`src/rtl/adc_scan_if.sv`:
```
// ADC front-end handshake bundle used by adc_scan_sequencer.
// The sequencer takes the master side: it drives the request and channel, and receives the ack and data.
interface adc_scan_if #(
  parameter int CH_W   = 3,
  parameter int DATA_W = 16
);
  logic              adc_req_o;
  logic [CH_W-1:0]   adc_ch_o;
  logic              adc_ack_i;
  logic [DATA_W-1:0] adc_data_i;

  modport master (output adc_req_o, adc_ch_o, input adc_ack_i, adc_data_i);
  modport slave  (input adc_req_o, adc_ch_o, output adc_ack_i, adc_data_i);
endinterface

```
`src/rtl/adc_scan_sequencer.sv`:
```
// Periodic or one-shot scan of the masked ADC channels, keeping the latest result for each channel.
// Define SCAN_AVG_EN to average four back-to-back conversions per channel.
module adc_scan_sequencer #(
  parameter int NUM_CH  = 8,
  parameter int CH_W    = 3,
  parameter int DATA_W  = 16,
  parameter int TIMEOUT = 255
) (
  input  logic              wb_clk_i,
  input  logic              rst_ni,
  input  logic              cfg_en_i,
  input  logic              cfg_single_i,
  input  logic [NUM_CH-1:0] cfg_ch_mask_i,
  input  logic [15:0]       cfg_period_i,
  input  logic              clr_i,
  adc_scan_if.master        adc,
  input  logic [CH_W-1:0]   rd_ch_i,
  output logic [DATA_W-1:0] rd_data_o,
  output logic [NUM_CH-1:0] valid_o,
  output logic              busy_o,
  output logic              scan_done_o,
  output logic              err_o
);

  localparam int TO_W = $clog2(TIMEOUT + 1);

  localparam logic [2:0] S_IDLE = 3'd0;
  localparam logic [2:0] S_WAIT = 3'd1;
  localparam logic [2:0] S_REQ  = 3'd2;
  localparam logic [2:0] S_NEXT = 3'd3;
  localparam logic [2:0] S_DONE = 3'd4;

  logic [2:0]        state;
  logic [CH_W:0]     ptr;
  logic [CH_W-1:0]   ptr_idx;
  logic [CH_W-1:0]   ch_q;
  logic [15:0]       period_cnt;
  logic [15:0]       period_ld;
  logic [TO_W-1:0]   to_cnt;
  logic              single_q;
  logic [DATA_W-1:0] result [NUM_CH];
  logic [NUM_CH-1:0] valid_q;
  logic              err_q;
  logic              ack;
  logic              expire;
  logic              ptr_end;
  logic              last_conv;
  logic              redo;
  logic [DATA_W-1:0] store_data;

  assign period_ld = (cfg_period_i == 16'd0) ? 16'd1 : cfg_period_i;
  assign ack       = (state == S_REQ) && adc.adc_ack_i;
  assign expire    = (state == S_REQ) && !adc.adc_ack_i && (to_cnt == TO_W'(TIMEOUT - 1));
  assign ptr_end   = (ptr == (CH_W+1)'(NUM_CH));
  assign ptr_idx   = ptr[CH_W-1:0];

`ifdef SCAN_AVG_EN
  logic [1:0]        avg_cnt;
  logic [DATA_W+1:0] sum_q;
  logic [DATA_W+1:0] sum_next;

  assign sum_next   = sum_q + {2'b00, adc.adc_data_i};
  assign last_conv  = (avg_cnt == 2'd3);
  assign redo       = (avg_cnt != 2'd0);
  assign store_data = sum_next[DATA_W+1:2];

  // A timeout on any of the four conversions throws away the partial sum.
  always_ff @(posedge wb_clk_i or negedge rst_ni) begin
    if (!rst_ni) begin
      avg_cnt <= 2'd0;
      sum_q   <= '0;
    end else if (expire || (ack && last_conv)) begin
      avg_cnt <= 2'd0;
      sum_q   <= '0;
    end else if (ack) begin
      avg_cnt <= avg_cnt + 2'd1;
      sum_q   <= sum_next;
    end
  end
`else
  assign last_conv  = 1'b1;
  assign redo       = 1'b0;
  assign store_data = adc.adc_data_i;
`endif

  // The period counter runs from scan start in every non-IDLE state, so a long scan leaves it at 0
  // and the next scan starts straight after a single WAIT cycle.
  always_ff @(posedge wb_clk_i or negedge rst_ni) begin
    if (!rst_ni) begin
      state      <= S_IDLE;
      ptr        <= '0;
      ch_q       <= '0;
      period_cnt <= 16'd0;
      single_q   <= 1'b0;
    end else begin
      if (state != S_IDLE && period_cnt != 16'd0)
        period_cnt <= period_cnt - 16'd1;
      case (state)
        S_IDLE: begin
          if (cfg_en_i || cfg_single_i) begin
            state      <= S_NEXT;
            period_cnt <= period_ld;
            ptr        <= '0;
            single_q   <= ~cfg_en_i;
          end
        end
        S_NEXT: begin
          if (ptr_end) begin
            state <= S_DONE;
          end else if (redo || cfg_ch_mask_i[ptr_idx]) begin
            state <= S_REQ;
            ch_q  <= ptr_idx;
          end else begin
            ptr <= ptr + 1'b1;
          end
        end
        S_REQ: begin
          if (ack) begin
            state <= S_NEXT;
            if (last_conv)
              ptr <= ptr + 1'b1;
          end else if (expire) begin
            state <= S_NEXT;
            ptr   <= ptr + 1'b1;
          end
        end
        S_DONE: state <= (single_q || !cfg_en_i) ? S_IDLE : S_WAIT;
        S_WAIT: begin
          if (period_cnt <= 16'd1) begin
            state      <= S_NEXT;
            period_cnt <= period_ld;
            ptr        <= '0;
          end
        end
        default: state <= S_IDLE;
      endcase
    end
  end

  always_ff @(posedge wb_clk_i or negedge rst_ni) begin
    if (!rst_ni)
      to_cnt <= '0;
    else if (state != S_REQ)
      to_cnt <= '0;
    else
      to_cnt <= to_cnt + 1'b1;
  end

  // A clear and a set in the same cycle leave the flag set.
  always_ff @(posedge wb_clk_i or negedge rst_ni) begin
    if (!rst_ni) begin
      valid_q <= '0;
      err_q   <= 1'b0;
      for (int i = 0; i < NUM_CH; i++)
        result[i] <= '0;
    end else begin
      if (clr_i) begin
        valid_q <= '0;
        err_q   <= 1'b0;
      end
      if (ack && last_conv) begin
        result[ch_q]  <= store_data;
        valid_q[ch_q] <= 1'b1;
      end
      if (expire)
        err_q <= 1'b1;
    end
  end

  assign adc.adc_req_o = (state == S_REQ);
  assign adc.adc_ch_o  = ch_q;
  assign rd_data_o     = result[rd_ch_i];
  assign valid_o       = valid_q;
  assign err_o         = err_q;
  assign busy_o        = (state == S_REQ) || (state == S_NEXT);
  assign scan_done_o   = (state == S_DONE);

endmodule
```
`src/flat_wrapper.sv`:
```
// flat-port wrapper written by rule: the top's interface ports become plain ports
module adc_scan_sequencer_flat 
#(
  parameter int NUM_CH  = 8,
  parameter int CH_W    = 3,
  parameter int DATA_W  = 16,
  parameter int TIMEOUT = 255
)
  (wb_clk_i, rst_ni, cfg_en_i, cfg_single_i, cfg_ch_mask_i, cfg_period_i, clr_i, rd_ch_i, rd_data_o, valid_o, busy_o, scan_done_o, err_o, adc_adc_req_o, adc_adc_ch_o, adc_adc_ack_i, adc_adc_data_i);
  adc_scan_if #(.CH_W(CH_W), .DATA_W(DATA_W)) adc_i ();
  input  logic wb_clk_i;
  input  logic rst_ni;
  input  logic cfg_en_i;
  input  logic cfg_single_i;
  input  logic [NUM_CH-1:0] cfg_ch_mask_i;
  input  logic [15:0] cfg_period_i;
  input  logic clr_i;
  input  logic [CH_W-1:0] rd_ch_i;
  output logic [DATA_W-1:0] rd_data_o;
  output logic [NUM_CH-1:0] valid_o;
  output logic busy_o;
  output logic scan_done_o;
  output logic err_o;
  output wire logic [$bits(adc_i.adc_req_o)-1:0] adc_adc_req_o;
  output wire logic [$bits(adc_i.adc_ch_o)-1:0] adc_adc_ch_o;
  input wire logic [$bits(adc_i.adc_ack_i)-1:0] adc_adc_ack_i;
  input wire logic [$bits(adc_i.adc_data_i)-1:0] adc_adc_data_i;
  assign adc_adc_req_o = adc_i.adc_req_o;
  assign adc_adc_ch_o = adc_i.adc_ch_o;
  assign adc_i.adc_ack_i = adc_adc_ack_i;
  assign adc_i.adc_data_i = adc_adc_data_i;
  adc_scan_sequencer #(.NUM_CH(NUM_CH), .CH_W(CH_W), .DATA_W(DATA_W), .TIMEOUT(TIMEOUT)) u_core (.wb_clk_i(wb_clk_i), .rst_ni(rst_ni), .cfg_en_i(cfg_en_i), .cfg_single_i(cfg_single_i), .cfg_ch_mask_i(cfg_ch_mask_i), .cfg_period_i(cfg_period_i), .clr_i(clr_i), .adc(adc_i), .rd_ch_i(rd_ch_i), .rd_data_o(rd_data_o), .valid_o(valid_o), .busy_o(busy_o), .scan_done_o(scan_done_o), .err_o(err_o));
endmodule
```
`config.mk`:
```
export PLATFORM = sky130hd
export DESIGN_NAME = adc_scan_sequencer_flat
export DESIGN_NICKNAME = d
export VERILOG_FILES = /design/src/rtl/adc_scan_if.sv /design/src/rtl/adc_scan_sequencer.sv /design/src/flat_wrapper.sv
export SDC_FILE = /design/constraint.sdc
export NUM_CORES = 1
export LEC_CHECK = 0
export CAP_MARGIN = 30
export CELL_PAD_IN_SITES_DETAIL_PLACEMENT = 1
export CELL_PAD_IN_SITES_GLOBAL_PLACEMENT = 2
export CORE_UTILIZATION = 44
export DETAILED_ROUTE_END_ITERATION = 8
export PLACE_DENSITY = 0.86
export SETUP_SLACK_MARGIN = 0.3
export SYNTH_ARGS = -nofsm -noshare
export SYNTH_HDL_FRONTEND = slang
export SYNTH_SLANG_ARGS = --single-unit
```
`constraint.sdc`:
```
create_clock -name wb_clk_i -period 3.2 [get_ports wb_clk_i]
set_input_delay 0.32 -clock wb_clk_i [delete_from_list [all_inputs] [get_ports wb_clk_i]]
set_output_delay 0.32 -clock wb_clk_i [all_outputs]
set_load 0.005 [all_outputs]
```
==> run metrics, run 1 <==
status=complete, no violations; fillers=1765; worst hold path type=primary input to asynchronous set/reset pin; CP Max Fanout=13; CP cell instances=or3b_1, inv_1, clkdlybuf4s50_1; Avg Inst Size Synth=about 14 µm²; LEAKAGE=about 4.3 nW; I/O pin total=80; Placement Cell Area=roughly 9000 µm²; Initial DRC Count=between 200 and 250; via count=5184; PD cells=~870 nW/µm²; Cell variety after synth=51; Ant. Diodes=0; Max-Cap Viols=0; Detailed Routing Iterations Pass 1=4; top-count cell post-synth=dfrtp_1; dpl cells=885; GRT Util Overall=between 20 and 25%; global-route wire length before repair=around 32 mm; CORE AREA=18020 µm²; Max clock buf depth=2; Final Hold Vio Count=0; crit path kind=register to output port; final std cells w/o fill=just over 900; DRT Wirelength=roughly 20 mm; Post-synth EDFFs=0; Yosys top cell area share=a little over half; Worst-Skew Late Latency=0.42 ns; Die Wd=roughly 140 µm; CP Launch Type=register; yosys warns=0; post-route cell area=approximately 9900 µm²; top post-synthesis cells by area=dfrtp_1, mux2_2, mux4_2; ys async rst share=100.0%; largest net degree at the start of global routing=73; Peak Freq=approximately 380 MHz; CTS resizes=0; multi-input logic area=3641 µm²; CP max-delay cell=or3b_1; layout cell share with drive strength beyond 1=between 30% and 40%; CTS Buf Count=17; Max Slew Vio Count=0; register area share after synthesis=between 50% and 60%; Hold Buf Count CTS=1; H-tree levels=4; routability cong.=approximately 0.76; initial core utilization=45.02%; Netlist Area Pre-Place=roughly 8000 µm²; initial antenna violation count=0; Routed WL per cell=around 21 µm; crit share post-route=81.82%; Total Power=around 8.6 mW; Crit path largest cell delay=a little under 0.6 ns; Clock Skew=0.008647 ns; CTS tree=built; DR vias/cell=between 5 and 6; total grt overflow=0; Storage cell area=4304 µm²; CTS sink count=around 170; hpwl dp=approximately 12 mm; worst hold slack=0.4810 ns; Syn-to-layout area delta=21.68%; worst rel slew slack=about half; vias in the first global route=approximately 5700; Clock transition at path regs=0.06 ns; Clock Tree Root=clkbuf_16; ys flop type=dfrtp_1; Post-Synthesis Cells=a little under 600; row cnt=49; # port buffers=between 70 and 80; Worst VDD drop=roughly 0.00043 V; crit end category=output port; post-CTS setup buffer count=0; cell taking the most area after synthesis=dfrtp_1; Die ar.=18990 µm²; post-route setup TNS=0 ns; RSZ-0062 raised after global routing=no; # DRC=0; Die Y=137.8 µm; Critical Path RT=~2.9 ns; syn nets=643; antenna-violating nets left=0; Final nets=~730; final setup vio count=0; crit path time final=between 2 and 3 ns; Post-synth top cells=dfrtp_1, mux2_2, nor2_1, mux4_2; Synth Register Bits=about 170; worst-margin pin slew=0.7132 ns; Worst EP arrival=2.30 ns
## logic make-up (layout without fill, tap and decap cells)
family                   after synthesis  count (layout)  synth area share [%]
AO/OA/AOI/OAI                         45              45                 3.438
XOR/XNOR                              18              18                 1.943
adder cells (fa/ha/maj)                7               7                 1.079
buffers and inverters                 41             142                 2.174
flip-flops                           172             172                 53.04
multiplexers                         186             186                 30.16
AND/OR/NAND/NOR                      118             118                 8.171
## power by group
group          internal (mW)  leakage, nW  switching (mW)
clock                   1.34        0.304           0.878
sequential              3.07         2.19           0.657
combinational           1.65         1.85            1.03
## flip-flops by register name, indices dropped and copies added, names as in the netlist
register	count
u_core.result	128
u_core.ptr	4
u_core.adc.adc_ch_o	3
u_core.to_cnt	8
u_core.single_q	1
u_core.period_cnt	16
u_core.valid_o	8
u_core.state	3
u_core.err_o	1
## worst paths after layout
kind                                    from                 end  slack (ns)  depth (start not counted)
setup reg to reg             u_core.state[1]   u_core.result[84]        0.63                          6
hold / removal                        rst_ni   u_core.result[92]        0.48                          2
hold reg to reg            u_core.valid_o[4]   u_core.valid_o[4]        0.48                          1
max in group asynchronous             rst_ni  u_core.result[113]        1.77                          3
min in group wb_clk_i      u_core.valid_o[4]   u_core.valid_o[4]        0.48                          1
setup / recovery             u_core.state[1]       adc_adc_req_o        0.58                          3
## placed cells by master, fill, tap and decap left out, types with 3 or more instances in the layout
cell               n
nor3_1             6
buf_4             14
a21o_1             4
inv_1             14
nor2_1            39
buf_12             3
dfrtp_1          172
mux2i_1            6
mux4_2            32
nor4_1             6
xor2_1             9
nand4_1            4
mux2_2           148
clkdlybuf4s50_1   77
bufinv_16          4
ha_1               7
a21oi_1           18
nand3b_1           7
nor3b_1            3
and3_1             3
nor2b_1            4
nand2_1           18
xnor2_1            9
o21ai_0           11
clkbuf_16         17
nand3_1            7
## area by class of cell
class	instances	area share, %
clock inverter	12	1.875
inverter	14	0.5322
multi-input combinational	374	36.87
timing repair buffer	97	9.744
clock buffer	19	4.486
sequential	172	43.59
tap	229	2.902
## critical path: cells and delay by family (launching register included)
kind | cells | cell delay (ns)
AND/OR/NAND/NOR | 1 | 0.58
flip-flops | 1 | 0.55
buffers and inverters | 2 | 0.73
## stage by stage
stage / utilization (%) / setup slack (ns)
4_1_cts: 54.78 / 0.5530
6_report: 54.78 / 0.5816
3_3_place_gp: 51.24 / 0.7087
5_1_grt: 54.78 / 0.4160
3_5_place_dp: 51.24 / 0.6556
2_1_floorplan: - / 0.9681
## routing by layer
metal | track usage [%] | wire length [µm]
met1 | 29.63 | 8713
met2 | 37.24 | 9755
met3 | 4.636 | 685
met4 | 6.763 | 278
met5 | 0 | 0
Power figures use the tool's default switching activity.
==> inputs of run 2 (changes only) <==
Settings changed: CORE_UTILIZATION 44 to 40, PLACE_DENSITY 0.86 to 0.79.
Clock period 3.2 ns to 2.7 ns, I/O delays scaled along.
==> run metrics, run 2 (synthesis gave the netlist of run 1 again) <==
CP cell instances=mux4_2, mux2_2, clkdlybuf4s50_1 (was or3b_1, inv_1, clkdlybuf4s50_1); Die Wd=144.4 µm (was 137.8 µm); GRT Util Overall=20.52% (was 22.46%); row cnt=51 (was 49); Clock transition at path regs=0.06 ns (about the same); initial core utilization=41.29% (was 45.02%); largest net degree at the start of global routing=70 (was 73); dpl cells=927 (was 885); PD cells=997.0 nW/µm² (was 873.2 nW/µm²); CP bufs+invs=1 (was 2); Detailed Routing Iterations Pass 1=4 (unchanged); multi-input logic area=3641 µm² (unchanged); most frequent cells in the layout=dfrtp_1, mux2_2, clkdlybuf4s50_1, nor2_1, mux4_2 (unchanged); status=complete, no violations (unchanged); global-route wire length before repair=31.82 mm (was 31.58 mm); # DRC=0 (unchanged); CTS tree=built (unchanged); RSZ-0062 raised after global routing=no (unchanged); total grt overflow=0 (unchanged); I/O pin total=80 (unchanged); Max-Cap Viols=0 (unchanged); Ant. Diodes=0 (unchanged); DRT Wirelength=19.48 mm (was 19.43 mm); Routed WL per cell=20.35 µm (was 21.19 µm); crit share post-route=a little under nine tenths; flop2flop setup slack=0.45 ns (was 0.63 ns); final setup vio count=0 (unchanged); Worst EP arrival=2.03 ns (was 2.30 ns); Syn-to-layout area delta=22.60% (was 21.68%); LEAKAGE=4.369 nW (was 4.341 nW); crit end category=output port (unchanged); r2r endpoint=u_core.period_cnt[13] (was u_core.result[84]); via count=5140 (was 5184); Placement Cell Area=9364 µm² (was 9236 µm²); layout cell share with drive strength beyond 1=35.55% (was 34.88%); max FFs per register=128 (unchanged); Max Slew Vio Count=0 (unchanged); Clock Tree Root=clkbuf_16 (unchanged); Worst VDD drop=0.0004121 V (was 0.0004349 V); hpwl dp=12.82 mm (was 12.46 mm); DR vias/cell=5.371 (was 5.653); Max clock buf depth=2 (unchanged); Worst-Skew Late Latency=0.42 ns (about the same); Peak Freq=about 440 MHz; post-route setup TNS=0 ns (unchanged); Total Power=9.920 mW (was 8.622 mW); final std cells w/o fill=957 (was 917); routability cong.=0.7591 (was 0.7574); vias in the first global route=5915 (was 5714); commonest non-fill, non-tap cell in the layout=dfrtp_1 (unchanged); CTS Buf Count=17 (unchanged); crit path time final=2.299 ns; Crit path largest cell delay=0.49 ns (was 0.58 ns); Initial DRC Count=181 (was 204); Storage cell area=4305 µm² (was 4304 µm²); Die ar.=20860 µm² (was 18990 µm²); CP top delay family=multiplexers (was buffers and inverters); H-tree levels=4 (unchanged); Clock Skew=0.01120 ns (was 0.008647 ns); worst hold path type=primary input to asynchronous set/reset pin (unchanged); Final nets=739 (was 732); CP Max Fanout=2 (was 13); crit path kind=register to output port (unchanged); antenna-violating nets left=0 (unchanged); # port buffers=79 (unchanged); Die Y=144.4 µm (was 137.8 µm); CTS sink count=172 (unchanged); fillers=2018 (was 1765); worst rel slew slack=55.59% (was 51.78%); reg-to-reg critical path startpoint=u_core.period_cnt[2] (was u_core.state[1]); largest registers=u_core.result: 128 flops, u_core.period_cnt: 16 flops (unchanged); Final Hold Vio Count=0 (unchanged); post-route cell area=9950 µm² (was 9874 µm²); CP Launch Type=register (unchanged); CORE AREA=19650 µm² (was 18020 µm²); Most flops, register=u_core.result (unchanged); initial antenna violation count=0 (unchanged); worst-margin pin slew=0.6662 ns (was 0.7132 ns); R2R depth=6 (unchanged); CP max-delay cell=mux4_2 (was or3b_1); Critical Path RT=2.43 ns (was 2.88 ns)
## run 2: changes by cell type in the layout (fill, tap and decap cells not counted), sizes merged
cell	before	now
buf	19	25
bufinv	4	1
clkbuf	19	22
clkdlybuf4s50	77	76
clkinv	2	4
clkinvlp	2	1
dlymetal6s2s	0	1
inv	18	15
## run 2: repair_timing
action / in CTS / in global routing
hold endpoints to repair: 66 / 0
setup endpoints to repair: 0 / 27
hold buffers: 1 / 0
resized for setup: 0 / 2
setup buffers: 0 / 0
## run 2: final cells by class
type,instances,area share [%]
Clock inverter,7,0.6665
Multi-Input combinational cell,374,36.59
Inverter,14,0.5282
Timing Repair Buffer,104,10.78
Sequential cell,172,43.27
Clock buffer,21,4.829
Tap cell,265,3.332
## run 2: worst max path at each step
stage | from | endpoint | slack [ns] | depth (start not counted)
final | u_core.result[75] | rd_data_o[11] | 0.40 | 3
after global routing | u_core.result[75] | rd_data_o[11] | 0.33 | 3
after CTS | rd_ch_i[1] | rd_data_o[11] | 0.30 | 5
after detailed placement | rd_ch_i[1] | rd_data_o[11] | 0.31 | 5
after global placement | rd_ch_i[1] | rd_data_o[8] | 0.35 | 5
after floorplan | u_core.state[0] | u_core.result[16] | 0.47 | 6
## run 2: metrics by stage
stage,util (%),setup slack (ns),hold slack [ns]
final,50.62,0.4014,0.4231
after global routing,50.62,0.3280,0.4490
after CTS,50.48,0.3038,0.4353
after detailed placement,47.64,0.3076,0.3204
after global placement,47.64,0.3535,0.3044
after floorplan,-,0.4681,-0.02559
## run 2: power breakdown
part	internal, mW	switching, mW	total, mW
registers	3.65	0.784	4.43
logic	2.00	1.18	3.17
clock network	1.34	0.971	2.31
total	6.98	2.94	9.92
## run 2: metal layers
metal	routed length, µm	track usage, %	share of wire (%)
met1	8555	25.86	44
met2	10060	35.50	52
met3	635	4.404	3.3
met4	223	5.596	1.1
met5	0	0	0
